## src/rtl/avalon_register_arbiter.sv

```systemverilog
// -----------------------------------------------------------------------------
// avalon_register_arbiter
//
// Shares one fixed-latency Avalon register adapter port between REQUESTERS
// independent masters. A round-robin arbiter picks at most one command per
// cycle and registers it onto the adapter port. Every issued read carries its
// requester ID through a LATENCY-deep tag pipeline so that the returning read
// data is steered only to the master that asked for it.
//
// Ports
//   clk            : clock, all logic on the rising edge
//   reset          : asynchronous, active-high
//   req_read       : per-master read request, held until acked
//   req_write      : per-master write request, held until acked
//   req_address    : per-master register address, packed, master 0 in LSBs
//   req_data       : per-master write data, packed, master 0 in LSBs
//   req_ack        : one-hot, combinational, command accepted this cycle
//   resp_valid     : one-hot, registered, read data belongs to that master
//   resp_data      : read data, meaningful while resp_valid is non-zero
//   m_read         : adapter read strobe (registered)
//   m_write        : adapter write strobe (registered)
//   m_address      : adapter register address (registered)
//   m_data_in      : adapter write data (registered)
//   m_read_valid   : adapter read data valid, LATENCY cycles after m_read
//   m_data_out     : adapter read data
//   protocol_error : sticky flag, m_read_valid arrived with no read in flight
//
// Request handshake
//   req_read/req_write act as "valid" and req_ack as "ready": a command moves
//   in the cycle where a master's request and its req_ack bit are both high,
//   and it is captured on that rising edge. The master keeps address/data
//   stable while requesting and drops or changes its request after the edge.
//   The adapter side has no back-pressure: it takes one command per cycle.
// -----------------------------------------------------------------------------
module avalon_register_arbiter #(
  parameter int REQUESTERS   = 2,
  parameter int REGS         = 4,
  parameter int LATENCY      = 1,
  parameter int ADDRESSWIDTH = $clog2(REGS),
  parameter int IDWIDTH      = $clog2(REQUESTERS)
) (
  input  logic                             clk,
  input  logic                             reset,
  input  logic [REQUESTERS-1:0]            req_read,
  input  logic [REQUESTERS-1:0]            req_write,
  input  logic [REQUESTERS*ADDRESSWIDTH-1:0] req_address,
  input  logic [REQUESTERS*32-1:0]         req_data,
  output logic [REQUESTERS-1:0]            req_ack,
  output logic [REQUESTERS-1:0]            resp_valid,
  output logic [31:0]                      resp_data,
  output logic                             m_read,
  output logic                             m_write,
  output logic [ADDRESSWIDTH-1:0]          m_address,
  output logic [31:0]                      m_data_in,
  input  logic                             m_read_valid,
  input  logic [31:0]                      m_data_out,
  output logic                             protocol_error
);

  // A single requester still needs a one-bit ID/pointer so the datapath
  // keeps a legal width; it simply never leaves zero.
  localparam int ID_W = (IDWIDTH > 0) ? IDWIDTH : 1;
  localparam int LAST = LATENCY - 1;

  // ---------------------------------------------------------------------------
  // State
  // ---------------------------------------------------------------------------
  logic [ID_W-1:0]         rr_q, rr_d;
  logic                    m_read_q, m_read_d;
  logic                    m_write_q, m_write_d;
  logic [ADDRESSWIDTH-1:0] m_address_q, m_address_d;
  logic [31:0]             m_data_q, m_data_d;
  logic [ID_W-1:0]         m_id_q, m_id_d;
  logic                    tag_pend_q [LATENCY];
  logic [ID_W-1:0]         tag_id_q   [LATENCY];
  logic [REQUESTERS-1:0]   resp_valid_q, resp_valid_d;
  logic [31:0]             resp_data_q, resp_data_d;
  logic                    perr_q, perr_d;

  // ---------------------------------------------------------------------------
  // Round-robin arbitration
  // ---------------------------------------------------------------------------
  logic [REQUESTERS-1:0]   req_any;
  logic                    grant_valid;
  logic [ID_W-1:0]         grant_id;
  logic [ID_W:0]           cand_w;
  logic [ID_W-1:0]         cand;

  assign req_any = req_read | req_write;

  // Walk the masters starting at the pointer; the one extra bit in cand_w
  // lets the sum exceed REQUESTERS before the modulo wrap is applied.
  always_comb begin
    grant_valid = 1'b0;
    grant_id    = '0;
    cand_w      = '0;
    cand        = '0;
    for (int k = 0; k < REQUESTERS; k++) begin
      cand_w = {1'b0, rr_q} + (ID_W+1)'(k);
      if (cand_w >= (ID_W+1)'(REQUESTERS)) begin
        cand_w = cand_w - (ID_W+1)'(REQUESTERS);
      end
      cand = cand_w[ID_W-1:0];
      if (!grant_valid && req_any[cand]) begin
        grant_valid = 1'b1;
        grant_id    = cand;
      end
    end
  end

  // Ack is suppressed while reset is asserted so no master sees a transfer
  // that the (held-in-reset) registers will never capture.
  always_comb begin
    req_ack = '0;
    for (int i = 0; i < REQUESTERS; i++) begin
      req_ack[i] = !reset && grant_valid && (grant_id == ID_W'(i));
    end
  end

  // ---------------------------------------------------------------------------
  // Winner command selection
  // ---------------------------------------------------------------------------
  logic                    win_read;
  logic                    win_write;
  logic [ADDRESSWIDTH-1:0] win_address;
  logic [31:0]             win_data;

  always_comb begin
    win_read    = 1'b0;
    win_write   = 1'b0;
    win_address = '0;
    win_data    = '0;
    for (int i = 0; i < REQUESTERS; i++) begin
      if (grant_id == ID_W'(i)) begin
        // Write has priority: a master raising both gets one ack for the write
        // and its read is dropped.
        win_write   = req_write[i];
        win_read    = req_read[i] && !req_write[i];
        win_address = req_address[i*ADDRESSWIDTH +: ADDRESSWIDTH];
        win_data    = req_data[i*32 +: 32];
      end
    end
  end

  // ---------------------------------------------------------------------------
  // Next-state: pointer and adapter command
  // ---------------------------------------------------------------------------
  always_comb begin
    rr_d        = rr_q;
    m_read_d    = 1'b0;
    m_write_d   = 1'b0;
    m_address_d = m_address_q;
    m_data_d    = m_data_q;
    m_id_d      = m_id_q;
    if (grant_valid) begin
      rr_d        = (grant_id == ID_W'(REQUESTERS - 1)) ? '0 : grant_id + ID_W'(1);
      m_read_d    = win_read;
      m_write_d   = win_write;
      m_address_d = win_address;
      m_data_d    = win_data;
      m_id_d      = grant_id;
    end
  end

  // ---------------------------------------------------------------------------
  // Next-state: read return
  // ---------------------------------------------------------------------------
  // The tag for a read enters stage 0 one edge after m_read is launched, so
  // stage LAST holds that tag exactly in the cycle m_read_valid is due.
  always_comb begin
    resp_valid_d = '0;
    resp_data_d  = resp_data_q;
    perr_d       = perr_q;
    if (m_read_valid) begin
      if (tag_pend_q[LAST]) begin
        for (int i = 0; i < REQUESTERS; i++) begin
          resp_valid_d[i] = (tag_id_q[LAST] == ID_W'(i));
        end
        resp_data_d = m_data_out;
      end else begin
        perr_d = 1'b1;
      end
    end
  end

  // ---------------------------------------------------------------------------
  // Registers
  // ---------------------------------------------------------------------------
  always_ff @(posedge clk or posedge reset) begin
    if (reset) begin
      rr_q         <= '0;
      m_read_q     <= 1'b0;
      m_write_q    <= 1'b0;
      m_address_q  <= '0;
      m_data_q     <= '0;
      m_id_q       <= '0;
      resp_valid_q <= '0;
      resp_data_q  <= '0;
      perr_q       <= 1'b0;
      for (int s = 0; s < LATENCY; s++) begin
        tag_pend_q[s] <= 1'b0;
        tag_id_q[s]   <= '0;
      end
    end else begin
      rr_q         <= rr_d;
      m_read_q     <= m_read_d;
      m_write_q    <= m_write_d;
      m_address_q  <= m_address_d;
      m_data_q     <= m_data_d;
      m_id_q       <= m_id_d;
      resp_valid_q <= resp_valid_d;
      resp_data_q  <= resp_data_d;
      perr_q       <= perr_d;
      tag_pend_q[0] <= m_read_q;
      tag_id_q[0]   <= m_id_q;
      for (int s = 1; s < LATENCY; s++) begin
        tag_pend_q[s] <= tag_pend_q[s-1];
        tag_id_q[s]   <= tag_id_q[s-1];
      end
    end
  end

  // ---------------------------------------------------------------------------
  // Outputs
  // ---------------------------------------------------------------------------
  assign m_read         = m_read_q;
  assign m_write        = m_write_q;
  assign m_address      = m_address_q;
  assign m_data_in      = m_data_q;
  assign resp_valid     = resp_valid_q;
  assign resp_data      = resp_data_q;
  assign protocol_error = perr_q;

endmodule

```

## config.mk

```make
export PLATFORM = sky130hd
export DESIGN_NAME = avalon_register_arbiter
export DESIGN_NICKNAME = d
export VERILOG_FILES = /design/src/rtl/avalon_register_arbiter.sv
export SDC_FILE = /design/constraint.sdc
export NUM_CORES = 1
export LEC_CHECK = 0
export ABC_AREA = 1
export ABC_CLOCK_PERIOD_IN_PS = 5850
export CAP_MARGIN = 20
export CORE_ASPECT_RATIO = 1.1
export CORE_MARGIN = 5
export CORE_UTILIZATION = 42
export CTS_BUF_LIST = sky130_fd_sc_hd__clkbuf_4
export DETAILED_ROUTE_END_ITERATION = 10
export PLACE_DENSITY = 0.95
export SLEW_MARGIN = 0
export SYNTH_ARGS = -nofsm -noshare
export SYNTH_HDL_FRONTEND = slang
export SYNTH_SLANG_ARGS = --single-unit
export TNS_END_PERCENT = 20
```

## constraint.sdc

```tcl
create_clock -name clk -period 5.85 [get_ports clk]
set_input_delay 1.17 -clock clk [delete_from_list [all_inputs] [get_ports clk]]
set_output_delay 1.17 -clock clk [all_outputs]
set_load 0.01 [all_outputs]
```

==> summary.txt <==
Floorplan
  • Die Span Y: 100 µm
  • Die width: 92.2 µm
  • Row Count: 33
  • Io pins: 180
  • Starting Density: 0.424
  • Total core area: 7350 µm²
  • Area of the die: 9250 µm²

Synthesis
  • Mux contribution to synthesized area: 0.116
  • Synth top area share: 0.602
  • #FFs+latches synth: 75
  • Post-synthesis sequential area ratio: 0.602
  • Area leader, netlist: dfrtp_1
  • Largest family of logic cells by synthesized area: simple AND/OR/NAND/NOR gates
  • Syn_area_per_cell: 10.8 µm²
  • Area contributors post-synth: dfrtp_1, mux2_2, nand3_1
  • Post-synthesis adder-cell area fraction: 0
  • Post-Syn Nets: 396
  • Mapped Area: 3120 µm²
  • Simple-Gate Fraction of Synth Area: 0.222
  • Synth Area in XOR/XNOR: 0
  • Syn. warnings: 0
  • Synth Instances: 289
  • Compound-Gate Fraction of Synth Area: 0.0116
  • Synth unique cells: 17

Clock tree
  • Clock transition at the registers of the reported paths: 0.11 ns
  • Clock root buffer: clkbuf_4
  • Clk sink count: 75
  • CTS Buf Count: 9
  • H-tree depth: 3
  • Clock buffer depth: 2
  • Setup Buffers After CTS: 0
  • Cts hold-fix bufs: 0
  • Worst-Skew Late Latency: 0.40 ns
  • CTS tree: yes
  • Cts repair resizes: 0

Status
  • Status: finished clean

Detailed routing
  • Antenna Nets Post-Route: 0
  • Drt first pass iters: 6
  • WL final: 8.80 mm
  • Vias per Instance: 4.98
  • DR iter-0 viols: 78
  • DR WL/cell: 15.8 µm
  • DRC Markers: 0
  • DR vias: 2773

STA
  • RSZ-0062 raised after global routing: no
  • Setup TNS: 0 ns
  • Worst slew pin tran: 0.791 ns
  • Endpoints failing setup: 0
  • Hold Vio Cnt, Final: 0
  • Worst slew margin: 0.471
  • Worst hold slack: 0.396 ns
  • Max Clk Rate: 0.226 GHz
  • Clk_skew: 0.0241 ns
  • Final Cycle Share: 0.755
  • Slew Viols, Final: 0
  • Minimum clock period: 4.42 ns

Critical path
  • CP endpoint: req_ack[1]
  • R2R Path Start: rr_q
  • Critical path's slowest cell: clkdlybuf4s50_1
  • Max incr delay on CP: 0.56 ns
  • Worst R2R End: m_read
  • Data arrival, critical path: 3.25 ns
  • CP cell instances: clkdlybuf4s50_1 -> inv_1 -> nand2_4 -> nand2_2 -> nand2_1 -> nor2_1 -> clkdlybuf4s50_1
  • R2R Setup Slk: 4.27 ns
  • Crit start category: input port
  • Worst r2r path cells: 4
  • CP Capture Type: output pin
  • CP max FO: 37
  • Crit Path Category: input port to output pin
  • Crit-path most repeated cell: clkdlybuf4s50_1
  • CP Data Required Time: 4.68 ns
  • Critical Path Source: req_write[0]

GRT
  • Global-route wire length before repair: 14.3 mm
  • GRT overflow: 0
  • GRT Overall Usage: 0.196
  • Largest net degree at the start of global routing: 43
  • Initial antenna violation count: 0
  • Vias in the first global route: 2904

Cells and area
  • Layout Cells excl Fill: 557
  • Area grow syn2layout: 62.0%
  • Share of layout cells above drive strength 1: 0.121
  • # nets final: 572
  • Diode count: 0
  • Utilization after layout: 0.687

Power
  • P_int: 1.08 mW
  • Power Density: 303 nW/µm²
  • Sequential power share: 0.450
  • Power share of the combinational group: 0.349
  • Switching Fraction: 0.293
  • Max rail drop VDD: 0.157 mV
  • Leakage power: 2.21 nW
  • Clock power frac: 0.201
  • Switch Pwr: 0.448 mW

Placed design
  • Placed Cells: 541
  • Placer Congestion: 0.748
  • Input/output buffers: 179
  • Hpwl dp: 6.71 mm

Min path
  • Hold Crit Class: flip-flop to flip-flop

Flow run
  • Max-cap violations: 0
==> placed cells by master (no fill, tap or decap) <==
cell             netlist  routed
a21boi_0               1       1
a21oi_4                1       1
buf_4                  6       2
bufinv_16              0       1
clkbuf_4               0       9
clkdlybuf4s50_1        0     179
clkinv_1               0       1
clkinv_2               0       2
clkinv_4               0       2
clkinvlp_4             0       1
dfrtp_1               75      75
inv_1                  8       7
inv_2                  1       2
mux2_2                32      32
nand2_1               75      75
nand2_2                3       3
nand2_4                1       1
nand3_1               68      68
nor2_1                 5       5
nor2_8                 1       1
o21ai_0                1       1
o21bai_1               1       1
==> area by class of cell <==
class	instances	area (µm²)
Clock inverter	7	68.8
Clock buffer	9	67.6
Timing Repair Buffer	181	1810
Multi-Input combinational cell	189	1090
Sequential cell	75	1880
Inverter	9	33.8
Tap cell	87	109
Fill cell	548	2300
==> metal layers <==
metal,vias to the layer above,routed length [µm],global-route usage
met3,13,741,0.0675
met2,136,4330,0.331
met1,1313,3600,0.238
met4,0,126,0.0583
li1,1311,-,-
met5,-,0,0
==> registers in the layout (all words and copies together), names as in the netlist, 2 cells and up <==
signal	count
resp_data	32
resp_valid	2
m_data_in	32
m_address	2
==> synth_stat cells, drive strengths merged <==
| cell type | instances |
|---|---|
| nand2 | 79 |
| inv | 9 |
| a21oi | 1 |
| buf | 16 |
| o21ai | 1 |
| mux2 | 32 |
| a21boi | 1 |
| nand3 | 68 |
| o21bai | 1 |
| dfrtp | 75 |
| nor2 | 6 |
==> worst max-delay path: cells and delay by family <==
family / cells / cell delay, ns
buffers and inverters: 3 / 1.14
and+or+nand+nor: 4 / 0.94
==> metrics by stage <==
stage | worst slack (ns) | power (mW) | instance area (µm²)
after global placement | 1.52 | 1.22 | 4910
after global routing | 1.29 | 1.62 | 5050
final | 1.43 | 1.53 | 5050
after CTS | 1.44 | 1.55 | 5050
after detailed placement | 1.43 | 1.24 | 4910
after floorplan | 2.77 | 0.907 | 3120
==> cells by family (layout without fill, tap and decap cells) <==
| group | count (synthesis) | after routing |
|---|---|---|
| flops | 75 | 75 |
| simple gates | 153 | 153 |
| compound gates | 4 | 4 |
| buf+inv | 25 | 206 |
| mux | 32 | 32 |
==> power groups by stage <==
stage               registers [mW]  clock network [mW]  logic (mW)
floorplan                    0.744                   0       0.163
global placement             0.692                   0       0.526
detailed placement           0.699                   0       0.540
CTS                          0.689               0.319       0.542
global route                 0.703               0.347       0.573
finish                       0.689               0.307       0.534
==> how the worst min path moves through the flow <==
stage | cells past startpoint | to | from | slack [ns]
final | 0 | tag_pend_q | m_read | 0.40
after global routing | 0 | tag_pend_q | m_read | 0.41
after CTS | 0 | tag_pend_q | m_read | 0.40
after detailed placement | 0 | tag_pend_q | m_read | 0.37
after global placement | 0 | tag_id_q | m_id_q | 0.36
after floorplan | 0 | tag_id_q | m_id_q | 0.35
Note: power is estimated with default switching activity, not from simulation.
